<file path="config.mk">
export PLATFORM = sky130hd
export DESIGN_NAME = pc_unit_hs_flat
export DESIGN_NICKNAME = d
export VERILOG_FILES = /design/src/rtl/pc_unit_hs_if.sv /design/src/rtl/pc_unit_hs.sv /design/src/flat_wrapper.sv
export SDC_FILE = /design/constraint.sdc
export NUM_CORES = 1
export LEC_CHECK = 0
export ABC_AREA = 1
export CAP_MARGIN = 20
export CORE_UTILIZATION = 53
export DETAILED_ROUTE_END_ITERATION = 10
export PLACE_DENSITY = 0.88
export SLEW_MARGIN = 20
export SYNTH_ARGS = -nofsm -noshare
export SYNTH_HDL_FRONTEND = slang
export SYNTH_SLANG_ARGS = --single-unit
export TNS_END_PERCENT = 1
</file>
<file path="constraint.sdc">
create_clock -name clk -period 7 [get_ports clk]
set_input_delay 1.4 -clock clk [delete_from_list [all_inputs] [get_ports clk]]
set_output_delay 1.4 -clock clk [all_outputs]
set_load 0.02 [all_outputs]
</file>
<file path="src/rtl/pc_unit_hs_if.sv">
// Fetch-side bundle for pc_unit_hs: handshake, redirect controls and return-stack hints.
// master = the PC unit, slave = hazard/redirect logic plus instruction memory.
interface pc_unit_hs_if #(
  parameter int unsigned XLEN = 32
);
  logic            fetch_ready;
  logic            fetch_valid;
  logic [XLEN-1:0] pc_addr;
  logic [XLEN-1:0] pc_save;
  logic            mpc;
  logic            jalr;
  logic [XLEN-1:0] imm;
  logic [XLEN-1:0] imm_rs;
  logic            flush;
  logic [XLEN-1:0] flush_target;
  logic            halt;
  logic            resume;
  logic            ras_push;
  logic            ras_pop;

  modport master (
    input  fetch_ready, mpc, jalr, imm, imm_rs, flush, flush_target,
           halt, resume, ras_push, ras_pop,
    output fetch_valid, pc_addr, pc_save
  );

  modport slave (
    output fetch_ready, mpc, jalr, imm, imm_rs, flush, flush_target,
           halt, resume, ras_push, ras_pop,
    input  fetch_valid, pc_addr, pc_save
  );
endinterface

</file>
<file path="src/rtl/pc_unit_hs.sv">
// Fetch program counter with valid/ready issue, halt/resume control and redirect priority.
// Define PC_UNIT_RAS_EN to add a circular return-address stack used by jalr returns.
//
// state  | meaning
// S_BOOT | single idle cycle after reset release, no fetch issued
// S_RUN  | fetch_valid high, PC advances on each accepted fetch
// S_HALT | fetch_valid low, PC frozen until resume or flush
module pc_unit_hs #(
  parameter int unsigned      XLEN         = 32,
  parameter logic [XLEN-1:0]  RESET_VECTOR = '0,
  parameter int unsigned      INCR         = 1,
  parameter int unsigned      RAS_DEPTH    = 4
) (
  input logic          clk,
  input logic          reset,
  pc_unit_hs_if.master bus
);

  localparam logic [XLEN-1:0] STEP = XLEN'(INCR);

  typedef enum logic [1:0] {S_BOOT, S_RUN, S_HALT} state_e;

  state_e          state_q, state_d;
  logic [XLEN-1:0] pc_q, pc_d;
  logic [XLEN-1:0] pc_seq, pc_rel, jalr_tgt;
  logic            accept;

  assign pc_seq          = pc_q + STEP;
  assign pc_rel          = pc_q + bus.imm;
  assign bus.fetch_valid = (state_q == S_RUN);
  assign bus.pc_addr     = pc_q;
  assign bus.pc_save     = bus.mpc ? pc_seq : pc_rel;
  assign accept          = bus.fetch_valid & bus.fetch_ready;

`ifdef PC_UNIT_RAS_EN
  localparam int unsigned PW = $clog2(RAS_DEPTH);

  logic [XLEN-1:0] ras_q [RAS_DEPTH];
  logic [PW-1:0]   ptr_q, ptr_d, wr_idx;
  logic [PW:0]     cnt_q, cnt_d;
  logic            ras_hit, do_push, do_pop;

  // ptr_q always addresses the current top; a push that coincides with a pop rewrites it in place
  assign ras_hit  = bus.jalr & bus.ras_pop & (cnt_q != '0);
  assign do_push  = accept & ~bus.flush & bus.ras_push;
  assign do_pop   = accept & ~bus.flush & ras_hit;
  assign wr_idx   = do_pop ? ptr_q : ptr_q + PW'(1);
  assign jalr_tgt = ras_hit ? ras_q[ptr_q] : bus.imm_rs;

  always_comb begin
    ptr_d = ptr_q;
    cnt_d = cnt_q;
    if (bus.flush) begin
      ptr_d = '0;
      cnt_d = '0;
    end else if (do_push && !do_pop) begin
      ptr_d = ptr_q + PW'(1);
      if (cnt_q != (PW+1)'(RAS_DEPTH)) cnt_d = cnt_q + 1'b1;
    end else if (do_pop && !do_push) begin
      ptr_d = ptr_q - PW'(1);
      cnt_d = cnt_q - 1'b1;
    end
  end

  always_ff @(posedge clk or negedge reset) begin
    if (!reset) begin
      ptr_q <= '0;
      cnt_q <= '0;
    end else begin
      ptr_q <= ptr_d;
      cnt_q <= cnt_d;
    end
  end

  always_ff @(posedge clk) begin
    if (do_push) ras_q[wr_idx] <= pc_seq;
  end
`else
  logic unused_ras;
  assign unused_ras = ^{bus.ras_push, bus.ras_pop, RAS_DEPTH[0]};
  assign jalr_tgt   = bus.imm_rs;
`endif

  always_comb begin
    state_d = state_q;
    pc_d    = pc_q;
    unique case (state_q)
      S_BOOT: begin
        state_d = S_RUN;
        if (bus.flush) pc_d = bus.flush_target;
      end
      S_RUN: begin
        if (bus.flush) begin
          pc_d = bus.flush_target;
        end else begin
          if (accept) begin
            if (bus.jalr)     pc_d = jalr_tgt;
            else if (bus.mpc) pc_d = pc_rel;
            else              pc_d = pc_seq;
          end
          if (bus.halt) state_d = S_HALT;
        end
      end
      S_HALT: begin
        if (bus.flush) begin
          pc_d    = bus.flush_target;
          state_d = S_RUN;
        end else if (bus.resume && !bus.halt) begin
          state_d = S_RUN;
        end
      end
      default: state_d = S_BOOT;
    endcase
  end

  always_ff @(posedge clk or negedge reset) begin
    if (!reset) begin
      state_q <= S_BOOT;
      pc_q    <= RESET_VECTOR;
    end else begin
      state_q <= state_d;
      pc_q    <= pc_d;
    end
  end

endmodule

</file>
<file path="src/flat_wrapper.sv">
// flat-port wrapper written by rule: the top's interface ports become plain ports
module pc_unit_hs_flat 
#(
  parameter int unsigned      XLEN         = 32,
  parameter logic [XLEN-1:0]  RESET_VECTOR = '0,
  parameter int unsigned      INCR         = 1,
  parameter int unsigned      RAS_DEPTH    = 4
)
  (clk, reset, bus_fetch_ready, bus_mpc, bus_jalr, bus_imm, bus_imm_rs, bus_flush, bus_flush_target, bus_halt, bus_resume, bus_ras_push, bus_ras_pop, bus_fetch_valid, bus_pc_addr, bus_pc_save);
  pc_unit_hs_if #(.XLEN(XLEN)) bus_i ();
  input logic clk;
  input logic reset;
  input wire logic [$bits(bus_i.fetch_ready)-1:0] bus_fetch_ready;
  input wire logic [$bits(bus_i.mpc)-1:0] bus_mpc;
  input wire logic [$bits(bus_i.jalr)-1:0] bus_jalr;
  input wire logic [$bits(bus_i.imm)-1:0] bus_imm;
  input wire logic [$bits(bus_i.imm_rs)-1:0] bus_imm_rs;
  input wire logic [$bits(bus_i.flush)-1:0] bus_flush;
  input wire logic [$bits(bus_i.flush_target)-1:0] bus_flush_target;
  input wire logic [$bits(bus_i.halt)-1:0] bus_halt;
  input wire logic [$bits(bus_i.resume)-1:0] bus_resume;
  input wire logic [$bits(bus_i.ras_push)-1:0] bus_ras_push;
  input wire logic [$bits(bus_i.ras_pop)-1:0] bus_ras_pop;
  output wire logic [$bits(bus_i.fetch_valid)-1:0] bus_fetch_valid;
  output wire logic [$bits(bus_i.pc_addr)-1:0] bus_pc_addr;
  output wire logic [$bits(bus_i.pc_save)-1:0] bus_pc_save;
  assign bus_i.fetch_ready = bus_fetch_ready;
  assign bus_i.mpc = bus_mpc;
  assign bus_i.jalr = bus_jalr;
  assign bus_i.imm = bus_imm;
  assign bus_i.imm_rs = bus_imm_rs;
  assign bus_i.flush = bus_flush;
  assign bus_i.flush_target = bus_flush_target;
  assign bus_i.halt = bus_halt;
  assign bus_i.resume = bus_resume;
  assign bus_i.ras_push = bus_ras_push;
  assign bus_i.ras_pop = bus_ras_pop;
  assign bus_fetch_valid = bus_i.fetch_valid;
  assign bus_pc_addr = bus_i.pc_addr;
  assign bus_pc_save = bus_i.pc_save;
  pc_unit_hs #(.XLEN(XLEN), .RESET_VECTOR(RESET_VECTOR), .INCR(INCR), .RAS_DEPTH(RAS_DEPTH)) u_core (.clk(clk), .reset(reset), .bus(bus_i));
endmodule
</file>
==> flow_summary.ini <==
[global_route]
grt_pass1_vias = 6717
grtUsageMet1 = 0.532
grt.total_usage = 0.371
grt_overflow = 0
grt_first_pass_wirelength_um = 33000
globalRouteMet2Util = 0.577
antenna_found_initial = 0
grt-busiest-layer = met2
grt_max_degree = 68
grt.met3_usage = 0.0540

[die]
fp.dieW_um = 106
start_util = 0.552
fp-row-count = 37
ios = 171
die_h_um = 106
core-area_um2 = 10400
die_area_um2 = 11300

[yosys]
netlist_top_cells_area = nand2_1 26%, dfrtp_1 15%, nor2_1 8.4%
synth-async-reset-ratio = 1.00
synthXorXnorAreaFrac = 0.0457
yosysTopAreaCellShare = 0.262
synth_cell_types = 42
synth_top_family_by_area = simple AND/OR/NAND/NOR gates
yosysWarnings = 0
synthCells = 1060
synth_adder_area_share = 0.0732
synth_edf_count = 0
synth_compound_area_frac = 0.141
synth.top_cells.by_count = 401 x nand2_1, 128 x nor2_1, 126 x inv_1
synth.area.mux_share = 0.00348
seq_area_frac_synth = 0.148
yosysTopAreaCell = nand2_1
synth_top_flop_cell = dfrtp_1
syn-cell-area_um2 = 5750
yosysMostFrequentCell = nand2_1
syn_nets = 1199
yosys.area_share.simple = 0.473
synth.avg_cell_area_um2 = 5.42
ys_ff_latch = 34

[clocking]
path_clk_slew_ns = 0.06
htree_levels = 2
cts_setup_buffers = 0
cts_num_sinks = 34
numCtsBuffers = 5
cts_tree = yes
cts_resized = 0
worstSkewPairLatency_ns = 0.28
cts_root_buffer = clkbuf_8
ctsLongestPathBuffers = 2
hold_buffers = 0

[pwr]
power.total_mw = 3.26
p_leak_nw = 3.88
irDropWorstVdd_v = 0.000278
p_per_area_nw_per_um2 = 430

[drt]
ant_nets = 0
wl_per_cell_um = 15.2
wl_um = 20500
vias = 7286
routed_via_density = 5.42
dr.pass1.iters = 5
drt_iter0_markers = 748
drc_errors = 0

[worst_setup_path]
cp_cell_sequence = clkdlybuf4s50_1 > ha_1 > fa_1 > nand2_1 > nand2_1 > and2_1 > nand2_1 > nand2_1 > nand2_1 > nand2_1 > xnor2_1 > o21ai_0 > clkdlybuf4s50_1
required_ns = 5.60
slowest_stage = clkdlybuf4s50_1
worst_setup_path_end_kind = output pin
path_buf_inv = 2
critPathMaxStageDelay_ns = 0.67
path_max_fanout = 3
critPathTopFamily = buffers and inverters
cp-start-kind = primary input
critical_path_class = in -> out
arrival_ns = 4.15
crit_top_cell = nand2_1

[placement]
place_hpwl_um = 16800
io_buffers = 168
place_congestion = 0.985

[layout]
final_layout_size_suffix_gt1_frac = 0.0364
num_antenna_cells = 0
areaGrowthSynthToFinish_pct = 32.1
nets = 1349

[timing]
fin_setup_tns_ns = 0
timing.final.crit_share = 0.792
clock_skew_ns = 0.00633
min_period_ns = 5.55
slew_headroom = 0.274
finalSetupViolations = 0
worst_pin_slew_ns = 1.09
finalMaxSlewViolations = 0
rsz0062_at_grt = false
hold_viol = 0
achievable-frequency_ghz = 0.180

[run_status]
status = finished clean

[flow_run]
maxCapViolCount = 0

[worst_hold_path]
hold_class = reg -> reg
==> flip-flops by register name, summed over array words and instances (netlist names) <==
signal / count
u_core.bus.pc_addr: 32
u_core.state_q: 2
==> area by class of cell <==
cell class | count | area, um2
fillers | 963 | 2830
flip-flops and latches | 34 | 851
well taps | 136 | 170
inverters | 133 | 499
repair buffers | 175 | 1740
multi-input cells | 861 | 4250
clock buffers | 6 | 82.6
==> placed cells by master, fill, tap and decap left out, drive strengths merged, types with 14 or more instances in the layout <==
cell type	instances
dfrtp	34
a21oi	65
a31oi	14
xor2	21
nor2	137
ha	32
nand3	73
clkdlybuf4s50	167
inv	132
nand2	406
o21ai	41
==> path summary, 6_finish.rpt <==
check / to / from / slack [ns] / depth (start not counted)
min reg2reg: u_core.bus.pc_addr[31]$_DFFE_PN0P_ / u_core.bus.pc_addr[31]$_DFFE_PN0P_ / 0.58 / 2
max: bus_pc_save[16] / bus_imm[0] / 1.45 / 13
max reg2reg: u_core.bus.pc_addr[15]$_DFFE_PN0P_ / u_core.bus.pc_addr[2]$_DFFE_PN0P_ / 4.47 / 13
min in group asynchronous: u_core.bus.pc_addr[0]$_DFFE_PN0P_ / reset / 1.53 / 2
max in group asynchronous: u_core.bus.pc_addr[27]$_DFFE_PN0P_ / reset / 5.15 / 2
min: u_core.bus.pc_addr[31]$_DFFE_PN0P_ / u_core.bus.pc_addr[31]$_DFFE_PN0P_ / 0.58 / 2
==> tightest hold or removal path: stages, from the launching register on <==
cell,delay [ns]
dfrtp_1,0.42
nand2_1,0.07
nand2_1,0.06
==> power breakdown <==
part / internal, mW / total [mW] / switching (mW) / leakage (nW)
Clock: 0.0759 / 0.143 / 0.0670 / 0.0431
Sequential: 0.289 / 0.543 / 0.254 / 0.404
Combinational: 0.997 / 2.58 / 1.58 / 3.43
Total: 1.36 / 3.26 / 1.90 / 3.88
==> stage by stage <==
step | hold slack [ns] | worst slack (ns) | utilization | std cells | area (um2)
2_1_floorplan | 0.558 | 2.48 | - | 1060 | 5750
3_3_place_gp | 0.560 | 1.52 | 0.719 | 1338 | 7490
3_5_place_dp | 0.570 | 1.49 | 0.719 | 1338 | 7490
4_1_cts | 0.585 | 1.49 | 0.727 | 1344 | 7570
5_1_grt | 0.640 | 1.34 | 0.728 | 1345 | 7590
6_report | 0.580 | 1.45 | 0.728 | 1345 | 7590
==> cells by family (layout without fill, tap and decap cells) <==
kind of cell	count (synthesis)	count (layout)
xor gates and xnor gates	30	30
AOI/OAI and AO/OA	145	145
muxes	2	2
DFF	34	34
and+or+nand+nor	651	651
adders and majority gates	33	33
buffers and inverters	165	314
==> layer usage <==
layer	up-vias	wire length (um)
met5	-	0
met4	0	426
met3	30	2040
met2	341	8900
met1	3234	9110
li1	3681	-
(Power assumes the default switching activity.)
